$ cat src/rtl/uart_rtl_core.sv
// 8N1 UART transceiver: free-running 16x oversample tick shared by an independent
// transmit FSM and a mid-bit sampling receive FSM behind a 2-flop synchroniser.
`timescale 1ns/1ps
module uart_rtl_core #(
    parameter int CLK_HZ     = 50_000_000,
    parameter int BAUD       = 115200,
    parameter int OVERSAMPLE = 16,
    parameter int DIV        = CLK_HZ / (BAUD * OVERSAMPLE)
) (
    input  logic       clk_tb,
    input  logic       reset_tb,
    input  logic       rx,
    output logic       tx,
    input  logic       transmit,
    input  logic [7:0] tx_byte,
    output logic       busy,
    output logic [7:0] rx_byte,
    output logic       irq
);

    localparam int TW = $clog2(DIV);
    localparam int OW = $clog2(OVERSAMPLE);
    localparam logic [TW-1:0] DIV_LAST = TW'(DIV - 1);
    localparam logic [OW-1:0] OS_LAST  = OW'(OVERSAMPLE - 1);
    localparam logic [OW-1:0] OS_MID   = OW'(OVERSAMPLE / 2 - 1);

    typedef enum logic [1:0] {IDLE, START, DATA, STOP} state_t;

    logic [TW-1:0] div_q;
    logic          tick;

    always_ff @(posedge clk_tb or negedge reset_tb) begin
        if (!reset_tb) begin
            div_q <= '0;
        end else if (div_q == DIV_LAST) begin
            div_q <= '0;
        end else begin
            div_q <= div_q + 1'b1;
        end
    end

    assign tick = (div_q == DIV_LAST);

    // ---------------- transmitter ----------------
    state_t        tx_state_q, tx_state_d;
    logic [7:0]    tx_shift_q, tx_shift_d;
    logic [OW-1:0] tx_tick_q,  tx_tick_d;
    logic [2:0]    tx_bit_q,   tx_bit_d;

    always_ff @(posedge clk_tb or negedge reset_tb) begin
        if (!reset_tb) begin
            tx_state_q <= IDLE;
            tx_shift_q <= '0;
            tx_tick_q  <= '0;
            tx_bit_q   <= '0;
        end else begin
            tx_state_q <= tx_state_d;
            tx_shift_q <= tx_shift_d;
            tx_tick_q  <= tx_tick_d;
            tx_bit_q   <= tx_bit_d;
        end
    end

    always_comb begin
        tx_state_d = tx_state_q;
        tx_shift_d = tx_shift_q;
        tx_tick_d  = tx_tick_q;
        tx_bit_d   = tx_bit_q;
        tx         = 1'b1;
        busy       = 1'b1;
        case (tx_state_q)
            IDLE: begin
                busy = 1'b0;
                if (transmit) begin
                    tx_shift_d = tx_byte;
                    tx_tick_d  = '0;
                    tx_state_d = START;
                end
            end
            START: begin
                tx = 1'b0;
                if (tick) begin
                    tx_tick_d = tx_tick_q + 1'b1;
                    if (tx_tick_q == OS_LAST) begin
                        tx_bit_d   = '0;
                        tx_state_d = DATA;
                    end
                end
            end
            DATA: begin
                tx = tx_shift_q[0];
                if (tick) begin
                    tx_tick_d = tx_tick_q + 1'b1;
                    if (tx_tick_q == OS_LAST) begin
                        tx_shift_d = {1'b0, tx_shift_q[7:1]};
                        tx_bit_d   = tx_bit_q + 1'b1;
                        if (tx_bit_q == 3'd7) begin
                            tx_state_d = STOP;
                        end
                    end
                end
            end
            STOP: begin
                if (tick && tx_tick_q == OS_LAST) begin
                    tx_tick_d  = '0;
                    tx_state_d = IDLE;
                end else if (tick) begin
                    tx_tick_d = tx_tick_q + 1'b1;
                end
            end
            default: tx_state_d = IDLE;
        endcase
    end

    // ---------------- receiver ----------------
    logic [1:0]    sync_q;
    logic          rx_s;
    logic          rx_prev_q;
    state_t        rx_state_q, rx_state_d;
    logic [7:0]    rx_shift_q, rx_shift_d;
    logic [OW-1:0] rx_tick_q,  rx_tick_d;
    logic [2:0]    rx_bit_q,   rx_bit_d;
    logic [7:0]    rx_byte_q,  rx_byte_d;
    logic          irq_q,      irq_d;

    assign rx_s = sync_q[1];

    always_ff @(posedge clk_tb or negedge reset_tb) begin
        if (!reset_tb) begin
            sync_q     <= 2'b11;
            rx_prev_q  <= 1'b1;
            rx_state_q <= IDLE;
            rx_shift_q <= '0;
            rx_tick_q  <= '0;
            rx_bit_q   <= '0;
            rx_byte_q  <= '0;
            irq_q      <= 1'b0;
        end else begin
            sync_q     <= {sync_q[0], rx};
            rx_prev_q  <= rx_s;
            rx_state_q <= rx_state_d;
            rx_shift_q <= rx_shift_d;
            rx_tick_q  <= rx_tick_d;
            rx_bit_q   <= rx_bit_d;
            rx_byte_q  <= rx_byte_d;
            irq_q      <= irq_d;
        end
    end

    // A framing error drops straight back to IDLE: the edge detector needs the
    // line to go high again before a new start bit can be recognised.
    always_comb begin
        rx_state_d = rx_state_q;
        rx_shift_d = rx_shift_q;
        rx_tick_d  = rx_tick_q;
        rx_bit_d   = rx_bit_q;
        rx_byte_d  = rx_byte_q;
        irq_d      = 1'b0;
        case (rx_state_q)
            IDLE: begin
                if (rx_prev_q && !rx_s) begin
                    rx_tick_d  = '0;
                    rx_state_d = START;
                end
            end
            START: begin
                if (tick) begin
                    rx_tick_d = rx_tick_q + 1'b1;
                    if (rx_tick_q == OS_MID) begin
                        rx_tick_d  = '0;
                        rx_bit_d   = '0;
                        rx_state_d = rx_s ? IDLE : DATA;
                    end
                end
            end
            DATA: begin
                if (tick) begin
                    rx_tick_d = rx_tick_q + 1'b1;
                    if (rx_tick_q == OS_LAST) begin
                        rx_shift_d = {rx_s, rx_shift_q[7:1]};
                        rx_bit_d   = rx_bit_q + 1'b1;
                        if (rx_bit_q == 3'd7) begin
                            rx_state_d = STOP;
                        end
                    end
                end
            end
            STOP: begin
                if (tick) begin
                    rx_tick_d = rx_tick_q + 1'b1;
                    if (rx_tick_q == OS_LAST) begin
                        rx_state_d = IDLE;
                        if (rx_s) begin
                            rx_byte_d = rx_shift_q;
                            irq_d     = 1'b1;
                        end
                    end
                end
            end
            default: rx_state_d = IDLE;
        endcase
    end

    assign rx_byte = rx_byte_q;
    assign irq     = irq_q;

endmodule

$ cat config.mk
export PLATFORM = sky130hd
export DESIGN_NAME = uart_rtl_core
export DESIGN_NICKNAME = d
export VERILOG_FILES = /design/src/rtl/uart_rtl_core.sv
export SDC_FILE = /design/constraint.sdc
export NUM_CORES = 1
export LEC_CHECK = 0
export CAP_MARGIN = 20
export CELL_PAD_IN_SITES_DETAIL_PLACEMENT = 1
export CELL_PAD_IN_SITES_GLOBAL_PLACEMENT = 2
export CORE_UTILIZATION = 39
export DETAILED_ROUTE_END_ITERATION = 6
export GPL_ROUTABILITY_DRIVEN = 0
export PLACE_DENSITY_LB_ADDON = 0.1
export SLEW_MARGIN = 30
export SYNTH_ARGS = -nofsm -noshare
export SYNTH_HDL_FRONTEND = slang
export SYNTH_SLANG_ARGS = --single-unit
$ cat constraint.sdc
create_clock -name clk_tb -period 2.4 [get_ports clk_tb]
set_input_delay 0.48 -clock clk_tb [delete_from_list [all_inputs] [get_ports clk_tb]]
set_output_delay 0.48 -clock clk_tb [all_outputs]
set_load 0.005 [all_outputs]
==> impl_metrics.json, run 1 <==
{
  "status": "finished clean",
  "fp.dieW_um": 82.4,
  "worstSetupPathType": "register to output port",
  "cts_made_buffers": 5,
  "drt-total-wl_um": 5170,
  "initial_utilization_pct": 41.6,
  "wl_met2_um": 2620,
  "synth_area_per_cell_um2": 12.3,
  "synth_top_area_share_pct": 47.7,
  "timing.rr.start": "div_q[0]",
  "die_height_um": 82.4,
  "cts_sinks": 51,
  "rr_worst_depth": 6,
  "insertion_delay_ns": 0.31,
  "synth_area_leader_cell": "dfrtp_1",
  "async_flop_share_pct": 100,
  "dieArea_mm2": 0.00678,
  "final_antenna_net_count": 0,
  "num_rows": 28,
  "worst_ep_required_time_ns": 1.92,
  "slew_violations": 0,
  "synthMuxAreaShare_pct": 15.9,
  "fin_cells": 314,
  "multi_input_area_mm2": 0.00119,
  "cts-root-buf": "clkbuf_8",
  "synthCells": 204,
  "final_nets": 263,
  "clk_pin_slew_worst_paths_ns": 0.10,
  "drt-pass1-iter-count": 4,
  "ys_warn_count": 0,
  "synth_edf_count": 0,
  "critPathMaxFanout": 4,
  "cap_violations": 0,
  "met3WireLength_um": 112,
  "synthXorXnorAreaFrac_pct": 1.04,
  "clockBufferDepth": 2,
  "critPathArrivalTime_ns": 1.76,
  "ys_ff_latch": 51,
  "grt_pass1_vias": 1869,
  "drc": 0,
  "synthAdderAreaFrac_pct": 6.46,
  "fillCellCount": 649,
  "syn_to_final_growth_pct": 19.5,
  "vias": 1725,
  "ios": 23,
  "ys_seq_area_share_pct": 50.8,
  "rrSetupSlack_ns": 0.24,
  "synthDistinctLibCells": 46,
  "antenna_cells": 0,
  "netlist_area_mm2": 0.00252,
  "maxSlewHeadroom_pct": 61.8,
  "yosysMostFrequentCell": "dfrtp_1",
  "fin_crit_ns": 2.24,
  "p_leak_nw": 1.34,
  "grt_max_degree": 31,
  "final_layout_size_suffix_gt1_share_pct": 26.4,
  "register_area_mm2": 0.00128,
  "wl_per_cell_um": 16.5,
  "hpwl_um": 3720,
  "cts_tree": "done",
  "fin_crit_sh_pct": 93.2,
  "tightest_slew_ns": 0.568,
  "netlist_top_cells_area": "dfrtp_1 (48%), mux2_2 (14%), ha_1 (6.5%)",
  "core-area_mm2": 0.00606,
  "numPortBuffers": 22,
  "ir_drop_mv": 0.275,
  "wl_met1_um": 2370,
  "htreeDepth": 2,
  "drtIter0Drc": 53,
  "fmax_mhz": 447,
  "crit_path_end_kind": "output port",
  "viasPerCell": 5.49,
  "synthTopCellsByCount": "dfrtp_1 (48), mux2_2 (32), ha_1 (13)",
  "dp_cells": 300,
  "antenna_found_initial": 0,
  "synth_nets": 229,
  "hp-class": "input port to asynchronous set/reset pin",
  "power.density_mw_per_mm2": 518,
  "grt-ovfl-total": 0,
  "setup_viol": 0,
  "synth-simple-area-share_pct": 12.7,
  "top_layer": "met4",
  "critPathLaunchType": "register",
  "synth_compound_gate_area_share_pct": 10.7,
  "synth_top_flop_cell": "dfrtp_1",
  "rsz0062_at_grt": "false",
  "synth_top_family_by_area": "multiplexers",
  "tns_ns": 0,
  "reg2reg_to": "rx_shift_q[6]",
  "grtUsageTotal_pct": 17.3,
  "ctsHoldBuffers": 0,
  "crit_path_start": "tx_state_q[1]",
  "grt_pass1_wl_um": 8930,
  "finalHoldViolCount": 0,
  "timing.clock.skew_ns": 0.00691
}
==> per-stage QoR <==
stage / util, % / area, µm² / hold WS (ns) / power (mW) / worst slack (ns)
after CTS: 48.7 / 2950 / 0.160 / 1.59 / 0.0240
after floorplan: - / 2520 / 0.184 / 0.977 / 0.395
after global routing: 49.6 / 3010 / 0.178 / 1.63 / 0.0260
after detailed placement: 47.1 / 2850 / 0.348 / 1.04 / 0.244
after global placement: 47.1 / 2850 / 0.350 / 1.03 / 0.326
final: 49.6 / 3010 / 0.149 / 1.56 / 0.163
==> timing repair <==
item / in CTS / in global routing
resized for setup: 1 / 1
setup endpoints to repair: 1 / 1
setup buffers: 0 / 6
pin swaps: 0 / 1
cloned: 0 / 0
==> worst max-delay path, cell delays in order, from the launching register on <==
cell,delay [ns]
dfrtp_1,0.41
inv_1,0.11
ha_1,0.24
o21ai_0,0.18
clkdlybuf4s50_1,0.52
==> kinds of logic (layout without fill, tap and decap cells) <==
| group | Yosys count | count (layout) |
|---|---|---|
| AO/OA/AOI/OAI | 38 | 38 |
| XOR/XNOR | 3 | 3 |
| adder cells (fa/ha/maj) | 13 | 13 |
| buffers and inverters | 15 | 50 |
| flip-flops | 51 | 51 |
| multiplexers | 36 | 36 |
| AND/OR/NAND/NOR | 48 | 48 |
==> flip-flops by register name (all words and copies together), names as in the netlist, named ones only <==
signal      count
rx_tick_q       4
rx_state_q      1
rx_prev_q       1
tx_bit_q        3
tx_state_q      2
div_q           5
sync_q          2
rx_bit_q        3
rx_byte         8
irq             1
rx_shift_q      8
tx_shift_q      8
tx_tick_q       4
==> report_power, final <==
group / internal (mW) / switching [mW] / leakage [nW]
Clock: 0.217 / 0.321 / 0.0502
Combinational: 0.0582 / 0.0635 / 0.648
Sequential: 0.883 / 0.0160 / 0.645
==> metal layers <==
layer,GRT usage (%),up-vias
met4,6.14,0
met3,2.86,8
met1,22.3,878
met5,0,-
li1,-,814
met2,29.3,25
==> cell usage in the layout, fill, tap and decap left out, types with 3 or more instances in the layout <==
cell / netlist / final
o21ai_0: 9 / 9
clkdlybuf4s50_1: 0 / 21
inv_1: 9 / 9
a22o_1: 8 / 8
mux2_2: 32 / 32
nor2_1: 10 / 10
ha_1: 13 / 12
dfstp_2: 3 / 3
nand2_1: 10 / 10
a221oi_1: 3 / 3
clkbuf_8: 0 / 5
dfrtp_1: 48 / 48
mux2i_1: 3 / 3
nand3_1: 5 / 5
a21oi_1: 8 / 8
buf_4: 0 / 10
==> layout make-up <==
| type | count | share of cell area [%] |
|---|---|---|
| multi-input combinational | 138 | 39.7 |
| sequential | 51 | 42.5 |
| clock buffer | 5 | 2.29 |
| inverter | 9 | 1.12 |
| tap | 75 | 3.12 |
| clock inverter | 3 | 0.956 |
| timing repair buffer | 33 | 10.3 |
==> worst max path at each step <==
stage,endpoint,slack [ns],cells after the start
after floorplan,tx_shift_q[5],0.39,6
after global placement,tx,0.33,5
after global routing,tx,0.03,4
final,tx,0.16,4
after CTS,tx,0.02,5
after detailed placement,rx_shift_q[6],0.24,6
Power figures use the tool's default switching activity.
==> run 2, diff against run 1 <==
Settings changed: CELL_PAD_IN_SITES_GLOBAL_PLACEMENT 2 to 1, CORE_UTILIZATION 39 to 46, CTS_CLUSTER_SIZE set to 16, GPL_ROUTABILITY_DRIVEN 0 to 1.
==> impl_metrics.json, run 2 (synthesis gave the netlist of run 1 again) <==
{
  "clk_pin_slew_worst_paths_ns": 0.10,
  "rsz0062_at_grt": "false",
  "final_nets": 258,
  "status": "finished clean",
  "cap_violations": 0,
  "initial_utilization_pct": 48.4,
  "setup_viol": 0,
  "path_buf_inv": 2,
  "tns_ns": 0,
  "cpPeakStageDelay_ns": 0.54,
  "fin_crit_sh_pct": 93.5,
  "htreeDepth": 2,
  "critPathMaxFanout": 4,
  "drc": 0,
  "worstSetupPathType": "register to output port",
  "p_leak_nw": 1.30,
  "drt-total-wl_um": 5070,
  "dpl_cell_area_mm2": 0.00284,
  "crit_path_end_kind": "output port",
  "grtUsageTotal_pct": 19.3,
  "maxSlewHeadroom_pct": 63.2,
  "fillCellCount": 544,
  "wl_per_cell_um": 16.7,
  "dpl_worst_slack_ns": 0.213,
  "crit_family": "buffers and inverters",
  "fin_crit_ns": 2.24,
  "mostFrequentLayoutCells": "dfrtp_1 (48), mux2_2 (32), clkdlybuf4s50_1 (21), ha_1 (13)",
  "drtIter0Drc": 92,
  "syn_to_final_growth_pct": 16.5,
  "grt_pass1_wl_um": 8830,
  "drt-pass1-iter-count": 4,
  "fmax_mhz": 446,
  "clockBufferDepth": 2,
  "total_power_mw": 1.52,
  "postCtsSetupBuffers": 0,
  "ctsResizeCount": 0,
  "grt_max_degree": 23,
  "cts_made_buffers": 5,
  "design_area_mm2": 0.00294,
  "num_rows": 26,
  "viasPerCell": 5.61,
  "insertion_delay_ns": 0.30,
  "postLayoutCoreUtil_pct": 56.4,
  "fin_ws_ns": 0.156,
  "die_height_um": 76.0,
  "antenna_found_initial": 0,
  "ios": 23,
  "hp-class": "input port to asynchronous set/reset pin",
  "core-area_mm2": 0.00520,
  "timing.clock.skew_ns": 0.0131,
  "grt-ovfl-total": 0,
  "antenna_cells": 0,
  "final_antenna_net_count": 0,
  "gp_congestion": 0.805,
  "critPathLaunchType": "register",
  "tightest_slew_ns": 0.548,
  "slew_violations": 0,
  "fp.dieW_um": 76.0,
  "worst_ep_required_time_ns": 1.92,
  "vias": 1705,
  "cts-root-buf": "clkbuf_8",
  "mostFrequentLayoutCell": "dfrtp_1",
  "cts_tree": "done",
  "final_layout_size_suffix_gt1_share_pct": 24.4,
  "critPathArrivalTime_ns": 1.76,
  "dieArea_mm2": 0.00578,
  "ctsHoldBuffers": 0,
  "cts_sinks": 51,
  "crit_chain": "inv_1 > ha_1 > o21ai_0 > clkdlybuf4s50_1",
  "ir_drop_mv": 0.289,
  "finalHoldViolCount": 0,
  "numPortBuffers": 22,
  "critPathSlowestCell": "clkdlybuf4s50_1",
  "rrSetupSlack_ns": 0.23,
  "power.density_mw_per_mm2": 517,
  "grt_pass1_vias": 1818,
  "hpwl_um": 3890
}
[run 2: changes by cell type in the layout (fill, tap and decap cells not counted), sizes merged]
| cell | previous run | this run |
|---|---|---|
| clkinv | 2 | 0 |
| clkinvlp | 0 | 2 |
| buf | 12 | 7 |
[run 2: cell type report]
class,instances,area [µm²],share of cell area (%)
sequential,51,1280,43.6
tap,70,87.6,2.98
clock buffer,5,68.8,2.34
inverter,9,33.8,1.15
multi-input combinational,138,1180,40.2
clock inverter,3,23.8,0.810
timing repair buffer,28,260,8.87
[run 2: worst register-to-register path, stage by stage (launching register included)]
cell,delay (ns)
dfrtp_1,0.42
inv_1,0.07
ha_1,0.23
nand4b_4,0.19
nor3_4,0.43
nor3b_2,0.36
mux2_2,0.38
[run 2: final timing paths]
kind,from,endpoint,cells past startpoint
min in group clk_tb,sync_q[0],sync_q[1],0
worst max register to register,div_q[0],rx_shift_q[6],6
worst max-delay path,tx_state_q[0],tx,4
worst min-delay path,reset_tb,rx_bit_q[2],1
max in group asynchronous,reset_tb,sync_q[0],2
worst min register to register,sync_q[0],sync_q[1],0
[run 2: metal layers]
layer | global-route usage, % | vias up | routed length, µm
met1 | 24.6 | 874 | 2240
met3 | 3.35 | 7 | 94
met2 | 33.5 | 19 | 2660
met4 | 6.35 | 0 | 72
met5 | 0 | - | 0
li1 | - | 805 | -
[run 2: report_power, final]
part,internal (mW),total (mW),switching (mW),leakage (nW)
clock network,0.209,0.495,0.286,0.0408
registers,0.883,0.899,0.0159,0.645
logic,0.0575,0.123,0.0653,0.617
total,1.15,1.52,0.367,1.30
[run 2: metrics by stage]
stage | cells | hold WS (ns)
2_1_floorplan | 204 | 0.184
3_3_place_gp | 296 | 0.351
3_5_place_dp | 296 | 0.352
4_1_cts | 304 | 0.130
5_1_grt | 304 | 0.145
6_report | 304 | 0.121
==> run 3, diff against run 2 <==
Settings changed: CAP_MARGIN 20 to 25.
==> results of run 3 <==
Final layout, timing and power as in run 2 (identical DEF).
